===== config.mk =====
export PLATFORM = sky130hd
export DESIGN_NAME = mac_pipe_arbiter_flat
export DESIGN_NICKNAME = d
export VERILOG_FILES = /design/src/rtl/mac_pipe_arbiter_if.sv /design/src/rtl/mac_pipe_arbiter.sv /design/src/flat_wrapper.sv
export SDC_FILE = /design/constraint.sdc
export NUM_CORES = 1
export LEC_CHECK = 0
export ABC_AREA = 0
export BUFFER_PORTS_ARGS = -buffer_cell sky130_fd_sc_hd__buf_4
export CORE_ASPECT_RATIO = 0.7
export CORE_MARGIN = 2
export CORE_UTILIZATION = 51
export CTS_CLUSTER_DIAMETER = 200
export DETAILED_ROUTE_END_ITERATION = 10
export PLACE_DENSITY = 0.95
export RECOVER_POWER = 100
export SLEW_MARGIN = 30
export SYNTH_ARGS = -nofsm -noshare
export SYNTH_HDL_FRONTEND = slang
export SYNTH_SLANG_ARGS = --single-unit

===== constraint.sdc =====
create_clock -name clk -period 6.9 [get_ports clk]
set_clock_uncertainty 0.2 [all_clocks]
set_input_delay 0.345 -clock clk [delete_from_list [all_inputs] [get_ports clk]]
set_output_delay 0.345 -clock clk [all_outputs]
set_load 0.02 [all_outputs]

===== src/rtl/mac_pipe_arbiter_if.sv =====
// Signal bundle between the multiply-add arbiter and its environment:
// requesters, the external A*B+C pipeline and the tagged result port.
interface mac_pipe_arbiter_if #(
   parameter int WIDTH     = 8,
   parameter int OUT_WIDTH = 16,
   parameter int NREQ      = 4,
   parameter int IDW       = 2
);
   logic [NREQ-1:0]       req_valid;
   logic [NREQ*WIDTH-1:0] req_a;
   logic [NREQ*WIDTH-1:0] req_b;
   logic [NREQ*WIDTH-1:0] req_c;
   logic [NREQ-1:0]       req_ready;
   logic [WIDTH-1:0]      mul_a;
   logic [WIDTH-1:0]      mul_b;
   logic [WIDTH-1:0]      mul_c;
   logic [OUT_WIDTH-1:0]  mul_data;
   logic                  res_valid;
   logic [IDW-1:0]        res_id;
   logic [OUT_WIDTH-1:0]  res_data;
   logic                  flush;
   logic                  flush_done;
   logic                  busy;

   // environment side: requesters, pipeline and result consumer
   modport master (
      output req_valid, req_a, req_b, req_c, mul_data, flush,
      input  req_ready, mul_a, mul_b, mul_c, res_valid, res_id, res_data,
             flush_done, busy
   );

   modport slave (
      input  req_valid, req_a, req_b, req_c, mul_data, flush,
      output req_ready, mul_a, mul_b, mul_c, res_valid, res_id, res_data,
             flush_done, busy
   );
endinterface


===== src/rtl/mac_pipe_arbiter.sv =====
// Round-robin arbiter sharing one external 3-stage A*B+C pipeline among NREQ
// requesters; tags each issue and returns the result with its requester id.
module mac_pipe_arbiter #(
   parameter int WIDTH     = 8,
   parameter int OUT_WIDTH = 16,
   parameter int NREQ      = 4,
   parameter int IDW       = 2
) (
   input  logic              clk,
   input  logic              reset,
   mac_pipe_arbiter_if.slave bus
);
   // state | meaning
   // RUN   | grants allowed; flush sampled high moves to DRAIN
   // DRAIN | no grants; wait until nothing is in flight
   // DONE  | flush_done high for one cycle, then back to RUN
   typedef enum logic [1:0] {
      RUN   = 2'd0,
      DRAIN = 2'd1,
      DONE  = 2'd2
   } state_t;

   localparam int NTAG = 4;

   state_t               state;
   state_t               state_nxt;
   logic                 grant_en;
   logic                 flush_done;
   logic [IDW-1:0]       last_grant;
   logic [IDW:0]         cand;
   logic [NREQ-1:0]      grant;
   logic [IDW-1:0]       grant_id;
   logic [NREQ-1:0]      req_ready;
   logic                 xfer;
   logic [WIDTH-1:0]     mul_a;
   logic [WIDTH-1:0]     mul_b;
   logic [WIDTH-1:0]     mul_c;
   logic [WIDTH-1:0]     c_hold;
   logic [NTAG-1:0]      tag_v;
   logic [IDW-1:0]       tag_id [NTAG];
   logic                 res_valid;
   logic [IDW-1:0]       res_id;
   logic [OUT_WIDTH-1:0] res_data;
   logic                 busy;

   // Scan from lowest to highest priority so the highest-priority valid wins.
   always_comb begin
      grant    = '0;
      grant_id = '0;
      cand     = '0;
      for (int k = NREQ; k >= 1; k--) begin
         cand = {1'b0, last_grant} + (IDW+1)'(k);
         if (cand >= (IDW+1)'(NREQ)) begin
            cand = cand - (IDW+1)'(NREQ);
         end
         if (bus.req_valid[cand[IDW-1:0]]) begin
            grant                = '0;
            grant[cand[IDW-1:0]] = 1'b1;
            grant_id             = cand[IDW-1:0];
         end
      end
   end

   assign req_ready = grant_en ? grant : '0;
   assign xfer      = |req_ready;

   always_ff @(posedge clk) begin
      if (reset) begin
         state <= RUN;
      end else begin
         state <= state_nxt;
      end
   end

   always_comb begin
      state_nxt  = state;
      grant_en   = 1'b0;
      flush_done = 1'b0;
      case (state)
         RUN: begin
            grant_en = !reset;
            if (bus.flush) begin
               state_nxt = DRAIN;
            end
         end
         DRAIN: begin
            if (!busy) begin
               state_nxt = DONE;
            end
         end
         DONE: begin
            flush_done = 1'b1;
            state_nxt  = RUN;
         end
         default: state_nxt = RUN;
      endcase
   end

   // C trails A/B by one cycle so it meets the pipeline's stage-2 adder.
   always_ff @(posedge clk) begin
      if (reset) begin
         last_grant <= IDW'(NREQ - 1);
         mul_a      <= '0;
         mul_b      <= '0;
         mul_c      <= '0;
         c_hold     <= '0;
      end else begin
         if (xfer) begin
            last_grant <= grant_id;
            mul_a      <= bus.req_a[grant_id*WIDTH +: WIDTH];
            mul_b      <= bus.req_b[grant_id*WIDTH +: WIDTH];
            c_hold     <= bus.req_c[grant_id*WIDTH +: WIDTH];
         end
         mul_c <= c_hold;
      end
   end

   // Tag stage NTAG lines up with mul_data holding that operation's result.
   always_ff @(posedge clk) begin
      if (reset) begin
         tag_v     <= '0;
         res_valid <= 1'b0;
         res_id    <= '0;
         res_data  <= '0;
         for (int k = 0; k < NTAG; k++) begin
            tag_id[k] <= '0;
         end
      end else begin
         tag_v     <= {tag_v[NTAG-2:0], xfer};
         tag_id[0] <= grant_id;
         for (int k = 1; k < NTAG; k++) begin
            tag_id[k] <= tag_id[k-1];
         end
         res_valid <= tag_v[NTAG-1];
         if (tag_v[NTAG-1]) begin
            res_id   <= tag_id[NTAG-1];
            res_data <= bus.mul_data;
         end
      end
   end

   // Stage-1 valid also covers the C operand still waiting in c_hold.
   assign busy = |tag_v;

   assign bus.req_ready  = req_ready;
   assign bus.mul_a      = mul_a;
   assign bus.mul_b      = mul_b;
   assign bus.mul_c      = mul_c;
   assign bus.res_valid  = res_valid;
   assign bus.res_id     = res_id;
   assign bus.res_data   = res_data;
   assign bus.flush_done = flush_done;
   assign bus.busy       = busy;
endmodule


===== src/flat_wrapper.sv =====
// flat-port wrapper written by rule: the top's interface ports become plain ports
module mac_pipe_arbiter_flat 
#(
   parameter int WIDTH     = 8,
   parameter int OUT_WIDTH = 16,
   parameter int NREQ      = 4,
   parameter int IDW       = 2
)
  (clk, reset, bus_req_valid, bus_req_a, bus_req_b, bus_req_c, bus_mul_data, bus_flush, bus_req_ready, bus_mul_a, bus_mul_b, bus_mul_c, bus_res_valid, bus_res_id, bus_res_data, bus_flush_done, bus_busy);
  mac_pipe_arbiter_if #(.WIDTH(WIDTH), .OUT_WIDTH(OUT_WIDTH), .NREQ(NREQ), .IDW(IDW)) bus_i ();
  input  logic clk;
  input  logic reset;
  input wire logic [$bits(bus_i.req_valid)-1:0] bus_req_valid;
  input wire logic [$bits(bus_i.req_a)-1:0] bus_req_a;
  input wire logic [$bits(bus_i.req_b)-1:0] bus_req_b;
  input wire logic [$bits(bus_i.req_c)-1:0] bus_req_c;
  input wire logic [$bits(bus_i.mul_data)-1:0] bus_mul_data;
  input wire logic [$bits(bus_i.flush)-1:0] bus_flush;
  output wire logic [$bits(bus_i.req_ready)-1:0] bus_req_ready;
  output wire logic [$bits(bus_i.mul_a)-1:0] bus_mul_a;
  output wire logic [$bits(bus_i.mul_b)-1:0] bus_mul_b;
  output wire logic [$bits(bus_i.mul_c)-1:0] bus_mul_c;
  output wire logic [$bits(bus_i.res_valid)-1:0] bus_res_valid;
  output wire logic [$bits(bus_i.res_id)-1:0] bus_res_id;
  output wire logic [$bits(bus_i.res_data)-1:0] bus_res_data;
  output wire logic [$bits(bus_i.flush_done)-1:0] bus_flush_done;
  output wire logic [$bits(bus_i.busy)-1:0] bus_busy;
  assign bus_i.req_valid = bus_req_valid;
  assign bus_i.req_a = bus_req_a;
  assign bus_i.req_b = bus_req_b;
  assign bus_i.req_c = bus_req_c;
  assign bus_i.mul_data = bus_mul_data;
  assign bus_i.flush = bus_flush;
  assign bus_req_ready = bus_i.req_ready;
  assign bus_mul_a = bus_i.mul_a;
  assign bus_mul_b = bus_i.mul_b;
  assign bus_mul_c = bus_i.mul_c;
  assign bus_res_valid = bus_i.res_valid;
  assign bus_res_id = bus_i.res_id;
  assign bus_res_data = bus_i.res_data;
  assign bus_flush_done = bus_i.flush_done;
  assign bus_busy = bus_i.busy;
  mac_pipe_arbiter #(.WIDTH(WIDTH), .OUT_WIDTH(OUT_WIDTH), .NREQ(NREQ), .IDW(IDW)) u_core (.clk(clk), .reset(reset), .bus(bus_i));
endmodule

## Word-level counts from Yosys, hierarchy flattened

Memory sizes are Yosys's and may differ from the RTL's. A register that Yosys moved wholly into a read port is not among the register bits.
Cells that the tools add are included.

| storage, ports and cells | value |
|---|---|
| bits in registers | 57 |
| memory bits (writable) | 8 |
| input bits | 119 |
| output and inout bits | 49 |
| memories kept | 1 |

Memories:

| name | depth | bits a word | rd ports | clocked after memory_dff | write ports | line | source |
|---|---|---|---|---|---|---|---|
| u_core.tag_id | 4 | 2 | 4 | 1 | 4 | mac_pipe_arbiter.sv:40 | `logic [IDW-1:0] tag_id [NTAG];` |

| operators by class | value |
|---|---|
| add/subtract/negate cells | 8 |
| magnitude comparators | 12 |
| equality and inequality tests | 4 |
| shifts and indexed selects | 3 |
| mux-type cells | 41 |
| bitwise logic cells | 4 |
| reductions and logical operators | 9 |

Operators with widths:

| operator | number |
|---|---|
| 32-bit by 6-bit variable part select with 8-bit output | 3 |
| 2-bit two-way mux | 14 |
| 4-bit two-way mux | 5 |
| 1-bit two-way mux | 13 |
| 3-bit greater-or-equal comparator, second input constant | 4 |
| 2-bit by 3-bit < comparator with 1-bit output, second input constant | 4 |
| 1-bit binary-select mux with 2-bit select | 4 |
| 1-bit demux with 2-bit select | 4 |
| 2-bit by 1-bit greater-or-equal comparator with 1-bit output, second input constant | 4 |
| 4-bit OR reduction | 2 |
| 2-bit by 1-bit subtractor with 2-bit output, second input constant | 4 |
| 2-bit by 2-bit adder with 3-bit output, second input constant | 2 |
| 1-bit logical AND | 4 |
| 2-bit inequality test, second input constant | 2 |
| 1-bit OR | 4 |
| 2-bit one-hot mux with 2 select lines | 1 |
| 2-bit by 1-bit adder with 3-bit output, second input constant | 1 |
| 2-bit by 3-bit adder with 3-bit output, second input constant | 1 |
| 2-bit by 1-bit equality test with 1-bit output, second input constant | 1 |
| 2-bit equality test, second input constant | 1 |
| 2-bit zero test | 1 |
| 2-bit AND reduction | 1 |
| 1-bit zero test | 1 |

## Depth between registers and ports, before layout

| logic depth | value |
|---|---|
| word-level depth | 13 |
| mapped depth | 12 |

## Least setup slack after synthesis

OpenSTA, ideal clock, no wires.

| path | value |
|---|---|
| path type | register to register |
| from | reg u_core.last_grant[0] |
| to | reg u_core.c_hold[6] |
| arrival | 3.395 ns |
| required time | 6.577 ns |
| path slack | 3.182 ns |
| cell stages (with the launch flop) | 12 |
| buffers on the path | 3 |
| cells stage by stage | dfxtp_1 > buf_2 > inv_1 > ha_1 > clkbuf_1 > mux2_2 > a211oi_2 > o21ai_0 > a221oi_1 > nor4_4 > buf_6 > mux2_1 |

| between the ends | value |
|---|---|
| cells in the longest elaborated chain, start to end | 13 |

Ends and longest elaborated chain:

| what | line | source |
|---|---|---|
| from (decl) | mac_pipe_arbiter.sv:29 | `logic [IDW-1:0] last_grant;` |
| from (signal assigned) | mac_pipe_arbiter.sv:102 | `last_grant <= IDW'(NREQ - 1);` |
| from (signal assigned) | mac_pipe_arbiter.sv:109 | `last_grant <= grant_id;` |
| 2-bit by 3-bit adder with 3-bit output | mac_pipe_arbiter.sv:52 | `cand = {1'b0, last_grant} + (IDW+1)'(k);` |
| 3-bit greater-or-equal comparator / 2-bit by 1-bit subtractor with 2-bit output (equally long branches) | mac_pipe_arbiter.sv:53, mac_pipe_arbiter.sv:54 |  |
| 2-bit two-way mux | mac_pipe_arbiter.sv:53 | `if (cand >= (IDW+1)'(NREQ)) begin` |
| 2-bit by 3-bit < comparator with 1-bit output (not written as such) / 2-bit by 1-bit greater-or-equal comparator with 1-bit output (equally long branches) | mac_pipe_arbiter.sv:58 | `grant[cand[IDW-1:0]] = 1'b1;` |
| 1-bit logical AND (not written as such) | mac_pipe_arbiter.sv:58 |  |
| 1-bit two-way mux (not written as such) | mac_pipe_arbiter.sv:58 |  |
| 1-bit demux with 2-bit select | -- |  |
| 4-bit two-way mux (3 in a row) | mac_pipe_arbiter.sv:56 | `if (bus.req_valid[cand[IDW-1:0]]) begin` |
| 4-bit two-way mux * | mac_pipe_arbiter.sv:56 |  |
| 4-bit two-way mux * | mac_pipe_arbiter.sv:64 | `assign req_ready = grant_en ? grant : '0;` |
| named net bus_req_ready[2] | flat_wrapper.sv:19 | `output wire logic [$bits(bus_i.req_ready)-1:0] bus_req_ready;` |
| 4-bit OR reduction * | mac_pipe_arbiter.sv:65 | `assign xfer = \|req_ready;` |
| to (signal assigned) | mac_pipe_arbiter.sv:112 | `c_hold <= bus.req_c[grant_id*WIDTH +: WIDTH];` |
| to (decl) | mac_pipe_arbiter.sv:38 | `logic [WIDTH-1:0] c_hold;` |

The timed path passes the listed nets; every way through them passes the cells marked *. The select of a mux whose other input is x is not followed.
A chain may end at the register's enable or synchronous reset.

## Worst setup path in the final report

| path | value |
|---|---|
| from | reg u_core.last_grant[0] |
| to | reg u_core.mul_b[6] (netlist: u_core.bus.mul_b[6]) |

| between the ends | value |
|---|---|
| cells in the longest elaborated chain, start to end | 13 |

Ends and longest elaborated chain:

| what | line | source |
|---|---|---|
| 2-bit by 3-bit adder with 3-bit output | mac_pipe_arbiter.sv:52 |  |
| 3-bit greater-or-equal comparator / 2-bit by 1-bit subtractor with 2-bit output (equally long branches) | mac_pipe_arbiter.sv:53, mac_pipe_arbiter.sv:54 |  |
| 2-bit two-way mux | mac_pipe_arbiter.sv:53 |  |
| 2-bit by 3-bit < comparator with 1-bit output (not written as such) / 2-bit by 1-bit greater-or-equal comparator with 1-bit output (equally long branches) | mac_pipe_arbiter.sv:58 |  |
| 1-bit logical AND (not written as such) | mac_pipe_arbiter.sv:58 |  |
| 1-bit two-way mux (not written as such) | mac_pipe_arbiter.sv:58 |  |
| 1-bit demux with 2-bit select | -- |  |
| 4-bit two-way mux (4 in a row) | mac_pipe_arbiter.sv:56 |  |
| 4-bit two-way mux | mac_pipe_arbiter.sv:64 |  |
| 4-bit OR reduction | mac_pipe_arbiter.sv:65 |  |
| to (signal assigned) | mac_pipe_arbiter.sv:111 | `mul_b <= bus.req_b[grant_id*WIDTH +: WIDTH];` |
| to (decl) | mac_pipe_arbiter.sv:36 | `logic [WIDTH-1:0] mul_b;` |

Parallel ways exist; a longest one is shown, timed or not. The select of a mux whose other input is x is not followed.

==> results.toml <==
[sta]
setup_viol = 0
rsz0062_at_grt = "no"
setup_slack_ns = 1.64
fin_tns_setup_ns = 0
max_freq_mhz = 190
slew_viol_final = 89
holdWs_ns = 0.0387
worstMarginPinSlew_ns = 1.81
fin_crit_ns = 5.26
min_period_over_period_pct = 76.2
relSlewSlack_pct = -20.5
final-hold-violation-count = 0

[critical_path]
critPathRequiredTime_ns = 6.96
r2r_start = "u_core.last_grant[0]$_SDFFE_PP1P_"
crit_path_end_kind = "flop"
crit_type = "flop to flop"
path_cells = "inv_1 > ha_1 > mux4_2 > nor2b_1 > a221oi_1 > a221oi_1 > nor4_4 > clkbuf_1 > mux2i_1"
arrival_ns = 5.32
cp_slowest_cell = "dfxtp_1"
setup.worst_path.start = "u_core.last_grant[0]$_SDFFE_PP1P_"
slowest_delay_ns = 1.07
cp_common_cell = "a221oi_1"
setup.worst_path.start_class = "flop"
crit_path_max_fanout = 29

[global_routing]
gr-usage-met2_pct = 44.0
grt_max_degree = 46
antenna_found_initial = 0
met3_usage_pct = 8.50
grt_remaining_overflow = 0
track_usage_pct = 25.1
use_met1_pct = 29.2
grt_first_pass_wirelength_mm = 15.5
grt.busiest_layer = "met2"
grt_pass1_vias = 3269

[clocking]
cts_max_level = 3
ctsHoldBuffers = 0
cts_resized = 0
clockBufferDepth = 2
cts_tree = "built"
cts_buffers = 9
clock_latency_ns = 0.34
clockRootBuffer = "clkbuf_8"
path_clk_slew_ns = 0.08
clkSinkCount = 67
post_cts_buffers = 0

[placement]
place_congestion = 0.788
numPortBuffers = 167
place_ws_ns = 2.26
dp_hpwl_mm = 6.97

[layout]
fillers = 518
final_nets = 644
diodes = 0
synthToLayoutAreaGrowth_pct = 35.9
drive_above_1_share_pct = 33.1

[die]
core-area_sq_um = 6790
io_pins = 168
die_y_um = 74.2
die_w_um = 104
fp-row-count = 25
die-area_sq_um = 7740
start_util_pct = 52.9

[status]
run_status = "complete, but fails checks"
violations = "max-capacitance violations, max-slew violations"

[power_and_ir_drop]
p_leak_nw = 2.08
combPwrFrac_pct = 51.0
cell_internal_pwr_mw = 1.05
ir_worst_vdd_v = 0.000188
p_switching_mw = 0.717
seqPwrFrac_pct = 30.2
switching_share_pct = 40.5
powerDensity_nw_per_um2 = 363
power_frac_clock_pct = 18.9

[logic_synthesis]
yosysSeqAreaShare_pct = 37.3
synth_cell_types = 38
synth_area_leaders = "dfxtp_1 (37%), mux2i_1 (17%), mux2_2 (7.8%)"
yosysTopAreaCell = "dfxtp_1"
synth_most_common_cell = "dfxtp_1"
synth_seq_cells = 67
synth_area_sq_um = 3590
synth_edf_count = 0
netlist_instances = 369
synth-main-ff-cell = "dfxtp_1"
async_flop_share_pct = 0
yosysWarnings = 0
ys_top_cells_by_count = "dfxtp_1 (67), mux2i_1 (61), o211ai_1 (32)"
syn_area_per_cell_sq_um = 9.74
postSynthNetCount = 495
netlist.area_leader.share_pct = 37.3

[worst_hold_path]
hp-start = "bus_mul_data[11]"
hp-class = "primary input to flop"

[drt]
via_count = 3360
first_pass_iters = 4
drt_iter0_markers = 165
drtAntennaViolNets = 0
wl_per_cell_um = 15.6
drcViolationCount = 0
wirelength_mm = 9.61
routed_via_density = 5.45

[run]
drv_cap = 2
-- cell type report --
type	count	area, sq um	share of cell area [%]
multi-input combinational	245	2040	41.7
sequential	67	1340	27.5
timing repair buffer	170	1090	22.4
clock buffer	9	124	2.54
tap	94	118	2.41
inverter	25	93.8	1.92
clock inverter	7	77.6	1.59
-- metal layers --
metal,part of all wire [%],vias to the layer above
li1,-,1640
met1,42,1540
met2,48,162
met3,8.1,18
met4,1.7,0
met5,0,-
-- kinds of logic after synthesis --
kind of cell / synth area share (%)
flip-flops: 37.3
AND/OR/NAND/NOR: 11.0
AO/OA/AOI/OAI: 15.7
multiplexers: 27.0
buffers and inverters: 6.51
adder cells (fa/ha/maj): 2.44
-- critical path, delay by kind of cell (launching register included) --
kind | cells | cell delay, ns
AO/OA/AOI/OAI | 2 | 0.50
flip-flops | 1 | 1.07
adder cells (fa/ha/maj) | 1 | 0.55
buffers and inverters | 2 | 1.39
multiplexers | 2 | 0.64
AND/OR/NAND/NOR | 2 | 0.82
-- power by group through the flow --
stage / logic, mW / registers [mW] / clock network [mW]
finish: 0.903 / 0.534 / 0.335
global route: 0.977 / 0.546 / 0.355
CTS: 0.943 / 0.535 / 0.340
detailed placement: 0.938 / 0.542 / 0
global placement: 0.903 / 0.540 / 0
floorplan: 0.655 / 0.566 / 0
-- registers in the layout, summed over array words and instances (netlist names) --
name / count
u_core.last_grant: 2
u_core.tag_v: 4
u_core.bus.mul_b: 8
u_core.bus.res_valid: 1
u_core.c_hold: 8
u_core.tag_id: 8
u_core.bus.mul_a: 8
u_core.bus.res_id: 2
u_core.bus.mul_c: 8
u_core.bus.res_data: 16
u_core.state: 2
-- metrics by stage --
stage	power, mW	cell area (sq um)	util [%]	cells
floorplan	1.22	3590	-	369
global placement	1.44	4870	71.8	601
detailed placement	1.48	4870	71.8	601
CTS	1.82	5070	74.7	617
global route	1.88	4880	71.9	617
finish	1.77	4880	71.9	617
-- worst paths after layout --
path | to | slack, ns | depth (start not counted)
hold reg to reg | u_core.tag_id[2][0]$_SDFF_PP0_ | 0.24 | 1
setup / recovery | u_core.bus.mul_b[6]$_SDFFE_PP0P_ | 1.64 | 9
hold / removal | u_core.bus.res_data[11]$_SDFFE_PP0P_ | 0.04 | 3
setup reg to reg | u_core.bus.mul_b[6]$_SDFFE_PP0P_ | 1.64 | 9
-- placed cells by master (no fill, tap or decap), types with 2 or more instances in the layout --
master | netlist | layout
o221ai_1 | 16 | 16
o21ai_0 | 5 | 5
nor2b_1 | 21 | 21
a211oi_1 | 1 | 2
buf_4 | 1 | 121
mux2i_1 | 61 | 61
nand3b_1 | 3 | 3
ha_1 | 7 | 7
nand2_1 | 17 | 17
nor2_1 | 25 | 25
clkbuf_1 | 21 | 49
inv_1 | 25 | 24
a221oi_1 | 8 | 8
or3b_2 | 2 | 2
clkinv_4 | 0 | 3
clkinv_2 | 0 | 2
o211ai_1 | 32 | 32
dfxtp_1 | 67 | 67
clkbuf_8 | 0 | 9
mux4_2 | 3 | 3
mux2_2 | 25 | 25
o22a_1 | 2 | 2
(Power assumes the default switching activity.)
